$ cat config.mk
export PLATFORM = sky130hd
export DESIGN_NAME = if_id_skid_reg_flat
export DESIGN_NICKNAME = d
export VERILOG_FILES = /design/src/rtl/if_id_skid_reg_if.sv /design/src/rtl/if_id_skid_reg.sv /design/src/flat_wrapper.sv
export SDC_FILE = /design/constraint.sdc
export NUM_CORES = 1
export LEC_CHECK = 0
export ABC_CLOCK_PERIOD_IN_PS = 2600
export BUFFER_PORTS_ARGS = -buffer_cell sky130_fd_sc_hd__buf_2
export CELL_PAD_IN_SITES_DETAIL_PLACEMENT = 1
export CELL_PAD_IN_SITES_GLOBAL_PLACEMENT = 1
export CORE_MARGIN = 2
export CORE_UTILIZATION = 45
export DETAILED_ROUTE_END_ITERATION = 10
export PLACE_DENSITY = 0.92
export REMOVE_ABC_BUFFERS = 1
export SLEW_MARGIN = 20
export SYNTH_ARGS = -nofsm -noshare
export SYNTH_HDL_FRONTEND = slang
export SYNTH_SLANG_ARGS = --single-unit
$ cat constraint.sdc
create_clock -name clk -period 2.6 [get_ports clk]
set_input_delay 0.26 -clock clk [delete_from_list [all_inputs] [get_ports clk]]
set_output_delay 0.26 -clock clk [all_outputs]
set_load 0.03 [all_outputs]
$ cat src/rtl/if_id_skid_reg_if.sv
// Valid/ready beat carrying LANES fetch slots (PC, instruction, lane mask).
interface if_id_skid_reg_if #(
   parameter int unsigned PC_W   = 32,
   parameter int unsigned INST_W = 32,
   parameter int unsigned LANES  = 1
);
   logic                      valid;
   logic                      ready;
   logic [LANES*PC_W-1:0]     pc;
   logic [LANES*INST_W-1:0]   inst;
   logic [LANES-1:0]          mask;

   // Producer of a beat drives payload and valid, consumer drives ready.
   modport master (output valid, output pc, output inst, output mask, input ready);
   modport slave  (input valid, input pc, input inst, input mask, output ready);
endinterface

$ cat src/rtl/if_id_skid_reg.sv
// IF/ID pipeline boundary: 2-entry skid buffer with flush-to-bubble and a
// saturating starvation counter. in_ready depends only on registered state.
module if_id_skid_reg #(
   parameter int unsigned        PC_W     = 32,
   parameter int unsigned        INST_W   = 32,
   parameter int unsigned        LANES    = 1,
   parameter logic [INST_W-1:0]  NOP_INST = '0,
   parameter int unsigned        CNT_W    = 16
) (
   input  logic                 clk,
   input  logic                 rst,
   input  logic                 flush_i,
   if_id_skid_reg_if.slave      in_if,
   if_id_skid_reg_if.master     out_if,
   output logic [1:0]           occupancy_o,
   output logic [CNT_W-1:0]     bubble_cnt_o
);

   localparam int unsigned PCV_W   = LANES * PC_W;
   localparam int unsigned INSTV_W = LANES * INST_W;
   localparam logic [INSTV_W-1:0] NOP_VEC = {LANES{NOP_INST}};

   typedef enum logic [1:0] {
      EMPTY = 2'd0,
      ONE   = 2'd1,
      FULL  = 2'd2
   } state_e;

   state_e               state_q, state_d;
   logic                 valid_q, valid_d;
   logic                 ready_q, ready_d;
   logic [PCV_W-1:0]     main_pc_q, main_pc_d;
   logic [INSTV_W-1:0]   main_inst_q, main_inst_d;
   logic [LANES-1:0]     main_mask_q, main_mask_d;
   logic [PCV_W-1:0]     skid_pc_q, skid_pc_d;
   logic [INSTV_W-1:0]   skid_inst_q, skid_inst_d;
   logic [LANES-1:0]     skid_mask_q, skid_mask_d;
   logic [CNT_W-1:0]     bubble_q, bubble_d;

   logic                 in_fire;
   logic                 out_fire;

   assign in_fire  = in_if.valid & ready_q;
   assign out_fire = valid_q & out_if.ready;

   // Next-state: flush wins, otherwise walk EMPTY/ONE/FULL on the two fires.
   always_comb begin
      state_d     = state_q;
      main_pc_d   = main_pc_q;
      main_inst_d = main_inst_q;
      main_mask_d = main_mask_q;
      skid_pc_d   = skid_pc_q;
      skid_inst_d = skid_inst_q;
      skid_mask_d = skid_mask_q;
      bubble_d    = bubble_q;

      if (flush_i) begin
         state_d     = EMPTY;
         main_inst_d = NOP_VEC;
         main_mask_d = '0;
         skid_inst_d = NOP_VEC;
         skid_mask_d = '0;
      end else begin
         case (state_q)
            EMPTY: begin
               if (in_fire) begin
                  state_d     = ONE;
                  main_pc_d   = in_if.pc;
                  main_inst_d = in_if.inst;
                  main_mask_d = in_if.mask;
               end
            end
            ONE: begin
               if (in_fire && out_fire) begin
                  main_pc_d   = in_if.pc;
                  main_inst_d = in_if.inst;
                  main_mask_d = in_if.mask;
               end else if (in_fire) begin
                  state_d     = FULL;
                  skid_pc_d   = in_if.pc;
                  skid_inst_d = in_if.inst;
                  skid_mask_d = in_if.mask;
               end else if (out_fire) begin
                  // Drained: present a bubble, keep the last PC for debug.
                  state_d     = EMPTY;
                  main_inst_d = NOP_VEC;
                  main_mask_d = '0;
               end
            end
            FULL: begin
               if (out_fire) begin
                  state_d     = ONE;
                  main_pc_d   = skid_pc_q;
                  main_inst_d = skid_inst_q;
                  main_mask_d = skid_mask_q;
               end
            end
            default: begin
               state_d = EMPTY;
            end
         endcase
      end

      valid_d = (state_d != EMPTY);
      ready_d = (state_d != FULL);

      // Starved decode cycles; flush has no effect on the count.
      if (out_if.ready && !valid_q && (bubble_q != '1)) begin
         bubble_d = bubble_q + CNT_W'(1);
      end
   end

   // State and datapath registers.
   always_ff @(posedge clk or negedge rst) begin
      if (!rst) begin
         state_q     <= EMPTY;
         valid_q     <= 1'b0;
         ready_q     <= 1'b1;
         main_pc_q   <= '0;
         main_inst_q <= NOP_VEC;
         main_mask_q <= '0;
         skid_pc_q   <= '0;
         skid_inst_q <= NOP_VEC;
         skid_mask_q <= '0;
         bubble_q    <= '0;
      end else begin
         state_q     <= state_d;
         valid_q     <= valid_d;
         ready_q     <= ready_d;
         main_pc_q   <= main_pc_d;
         main_inst_q <= main_inst_d;
         main_mask_q <= main_mask_d;
         skid_pc_q   <= skid_pc_d;
         skid_inst_q <= skid_inst_d;
         skid_mask_q <= skid_mask_d;
         bubble_q    <= bubble_d;
      end
   end

   assign in_if.ready  = ready_q;
   assign out_if.valid = valid_q;
   assign out_if.pc    = main_pc_q;
   assign out_if.inst  = main_inst_q;
   assign out_if.mask  = main_mask_q;
   assign occupancy_o  = 2'(state_q);
   assign bubble_cnt_o = bubble_q;

endmodule
$ cat src/flat_wrapper.sv
// flat-port wrapper written by rule: the top's interface ports become plain ports
module if_id_skid_reg_flat 
#(
   parameter int unsigned        PC_W     = 32,
   parameter int unsigned        INST_W   = 32,
   parameter int unsigned        LANES    = 1,
   parameter logic [INST_W-1:0]  NOP_INST = '0,
   parameter int unsigned        CNT_W    = 16
)
  (clk, rst, flush_i, occupancy_o, bubble_cnt_o, in_if_valid, in_if_pc, in_if_inst, in_if_mask, in_if_ready, out_if_valid, out_if_pc, out_if_inst, out_if_mask, out_if_ready);
  if_id_skid_reg_if #(.PC_W(PC_W), .INST_W(INST_W), .LANES(LANES)) in_if_i ();
  if_id_skid_reg_if #(.PC_W(PC_W), .INST_W(INST_W), .LANES(LANES)) out_if_i ();
  input  logic clk;
  input  logic rst;
  input  logic flush_i;
  output logic [1:0] occupancy_o;
  output logic [CNT_W-1:0] bubble_cnt_o;
  input wire logic [$bits(in_if_i.valid)-1:0] in_if_valid;
  input wire logic [$bits(in_if_i.pc)-1:0] in_if_pc;
  input wire logic [$bits(in_if_i.inst)-1:0] in_if_inst;
  input wire logic [$bits(in_if_i.mask)-1:0] in_if_mask;
  output wire logic [$bits(in_if_i.ready)-1:0] in_if_ready;
  output wire logic [$bits(out_if_i.valid)-1:0] out_if_valid;
  output wire logic [$bits(out_if_i.pc)-1:0] out_if_pc;
  output wire logic [$bits(out_if_i.inst)-1:0] out_if_inst;
  output wire logic [$bits(out_if_i.mask)-1:0] out_if_mask;
  input wire logic [$bits(out_if_i.ready)-1:0] out_if_ready;
  assign in_if_i.valid = in_if_valid;
  assign in_if_i.pc = in_if_pc;
  assign in_if_i.inst = in_if_inst;
  assign in_if_i.mask = in_if_mask;
  assign in_if_ready = in_if_i.ready;
  assign out_if_valid = out_if_i.valid;
  assign out_if_pc = out_if_i.pc;
  assign out_if_inst = out_if_i.inst;
  assign out_if_mask = out_if_i.mask;
  assign out_if_i.ready = out_if_ready;
  if_id_skid_reg #(.PC_W(PC_W), .INST_W(INST_W), .LANES(LANES), .NOP_INST(NOP_INST), .CNT_W(CNT_W)) u_core (.clk(clk), .rst(rst), .flush_i(flush_i), .in_if(in_if_i), .out_if(out_if_i), .occupancy_o(occupancy_o), .bubble_cnt_o(bubble_cnt_o));
endmodule
==> impl_metrics.json <==
{
  "finalCritPeriodShare_pct": 85.2,
  "syn2layout_area_growth_pct": 24.1,
  "wl_um": 19600,
  "cts_resized": 0,
  "cp.arrival_ns": 2.54,
  "root_buffer": "clkbuf_16",
  "avgRoutedWirePerCell_um": 20.6,
  "critical_path_class": "reg -> reg",
  "cp_top_family": "buffers and inverters",
  "antenna_found_initial": 2,
  "dr.pass1.iters": 4,
  "gp_congestion": 0.746,
  "yosysTopAreaCell": "dfrtp_1",
  "timing.max_slew.rel_slack_pct": 53.9,
  "synth_warnings": 0,
  "cts_sinks": 150,
  "final_hold_viol_count": 0,
  "start_util_pct": 45.6,
  "postSynthAreaPerCell_um2": 10.8,
  "postRouteAntennaNets": 0,
  "post-route-drc-count": 0,
  "fin_cells": 952,
  "critPathMaxFanout": 33,
  "ir_drop_mv": 0.717,
  "final-setup-viol-count": 0,
  "p_leak_nw": 3.70,
  "dpl.hpwl_um": 12500,
  "worstHoldPathType": "in -> reg",
  "synth_top_area_share_pct": 56.9,
  "power_density_mw_per_mm2": 1200,
  "ctsLongestPathBuffers": 2,
  "max_stage_delay_ns": 0.43,
  "synth_seq_cells": 150,
  "die_width_um": 125,
  "rows": 44,
  "ys_top_cells_by_area": "dfrtp_1 (57%), mux2_2 (5.5%), a21oi_1 (5.0%), mux2i_1 (4.9%), nor2_1 (4.4%)",
  "total_power_w": 0.00978,
  "dp_slack_ns": 0.401,
  "async_flop_share_pct": 100,
  "cp_common_cell": "inv_1",
  "grt_first_pass_wirelength_um": 31600,
  "setup_ws_ns": 0.386,
  "dieArea_mm2": 0.0155,
  "report.final.slew_viol_count": 0,
  "required_ns": 2.92,
  "grt_max_degree": 67,
  "pin_count": 155,
  "fin_hold_ws_ns": 0.0761,
  "clock_latency_ns": 0.42,
  "grt_pass1_vias": 6025,
  "cts_tree": "yes",
  "fmaxAchievable_mhz": 452,
  "period_needed_ns": 2.21,
  "drtIter0Drc": 291,
  "clk_pin_slew_worst_paths_ns": 0.06,
  "num-nets-final": 829,
  "numCtsBuffers": 17,
  "htree_levels": 4,
  "rsz0062_at_grt": "no",
  "drv_cap": 0,
  "synthFlopType": "dfrtp_1",
  "drive_gt1_share_pct": 33.0,
  "tightest_slew_ns": 0.691,
  "synthesis.area_mm2": 0.00655,
  "grt_util_all_layers_pct": 25.8,
  "synthCells": 607,
  "grt-ovfl-total": 0,
  "die_h_um": 125,
  "endpoint_kind": "flip-flop",
  "synth_edf_count": 0,
  "viasPerCell": 5.68,
  "cp_num_buf_inv": 3,
  "yosysUniqueCellTypes": 41,
  "crit_chain": "inv_1, ha_1, inv_1, o31ai_4, buf_4, a221oi_1, nor3_1",
  "core_area_mm2": 0.0144,
  "crit_path_start_kind": "flip-flop",
  "via_count": 5412,
  "io_buffers": 154,
  "run_status": "finished, final reports clean",
  "skew_ns": 0.00801,
  "critPathSlowestCell": "dfrtp_1",
  "synth-seq-area-share_pct": 57.3,
  "dp.cells": 918
}
[cells in the final DEF (no fill, tap or decap), drive strengths merged, types with 22 or more instances in the layout]
cell type | netlist | layout
clkbuf | 18 | 22
nand2 | 76 | 76
mux2 | 33 | 33
nor3 | 37 | 37
buf | 23 | 168
a21oi | 66 | 66
nor2 | 78 | 78
a221oi | 33 | 33
mux2i | 32 | 32
dfrtp | 149 | 149
[synthesized netlist by cell type, types with 2 or more instances]
master,number
o21ai_0,2
nor2_1,77
a21oi_1,66
dfrtp_1,149
a221oi_1,23
buf_2,17
mux2_2,32
and3_1,3
xnor2_1,6
nand4_1,3
nand2b_1,3
clkbuf_1,18
mux2i_1,32
or2_2,2
buf_1,2
nor3_1,36
inv_1,7
a221oi_2,10
xor2_1,8
nand2_1,75
buf_4,4
nand3_1,9
ha_1,5
[routing by layer]
metal	wire length, µm	GRT usage, %
met1	7620	29.5
met2	10200	45.3
met3	1160	7.35
met4	531	10.8
met5	27	0
[sequential cells by signal, summed over array words and instances, names as in the netlist]
signal               flops
u_core.skid_inst_q      32
u_core.skid_pc_q        32
u_core.out_if.pc        32
u_core.occupancy_o       2
u_core.out_if.valid      1
u_core.skid_mask_q       1
u_core.out_if.mask       1
u_core.in_if.ready       1
u_core.bubble_cnt_o     16
u_core.out_if.inst      32
[power breakdown]
part	total [W]	switching [W]	internal, W
sequential	0.00368	0.000559	0.00313
clock	0.00249	0.000993	0.00150
combinational	0.00361	0.00243	0.00118
[kinds of logic (layout without fill, tap and decap cells)]
logic type	count (synthesis)	after routing	synth area share [%]
AO/OA/AOI/OAI	110	110	12.0
flip-flops	150	150	57.3
adder cells (fa/ha/maj)	5	5	0.955
buffers and inverters	48	208	3.30
multiplexers	65	65	10.6
other	0	1	0
AND/OR/NAND/NOR	215	215	14.1
XOR/XNOR	14	14	1.87
[worst register-to-register path: stages, from the launching register on]
cell	delay [ns]
dfrtp_1	0.43
inv_1	0.11
ha_1	0.28
inv_1	0.14
o31ai_4	0.25
buf_4	0.43
a221oi_1	0.21
nor3_1	0.27
[worst paths after layout]
| kind | depth (start not counted) | endpoint | slack (ns) | start |
|---|---|---|---|---|
| max reg2reg | 7 | u_core.out_if.inst[20] | 0.39 | u_core.occupancy_o[1] |
| min in group asynchronous | 2 | u_core.skid_inst_q[8] | 0.36 | rst |
| min | 2 | u_core.skid_pc_q[0] | 0.08 | in_if_pc[0] |
| max in group asynchronous | 3 | u_core.in_if.ready | 1.49 | rst |
| max | 7 | u_core.out_if.inst[20] | 0.39 | u_core.occupancy_o[1] |
| min reg2reg | 1 | u_core.bubble_cnt_o[5] | 0.49 | u_core.bubble_cnt_o[5] |
[through the flow]
| step | instance area, µm² | utilization [%] | TNS, ns |
|---|---|---|---|
| after floorplan | 6360 | - | -63.00 |
| after global placement | 7520 | 52.4 | 0 |
| after detailed placement | 7520 | 52.4 | 0 |
| after CTS | 8130 | 56.6 | 0 |
| after global routing | 8130 | 56.6 | 0 |
| final | 8130 | 56.6 | 0 |
[repair_timing]
item,in CTS,in global routing
buffers inserted,0,0
setup endpoints to repair,0,0
endpoints found under the hold margin,48,0
hold buffers,1,0
[final cells by class]
type	count	area, µm²
Multi-Input combinational cell	409	2590
Tap cell	184	230
Timing Repair Buffer	169	930
Clock buffer	22	474
Fill cell	1602	6240
Clock inverter	10	120
Inverter	7	26.3
Sequential cell	150	3750
Antenna cell	1	2.50
Note: power is estimated with default switching activity, not from simulation.
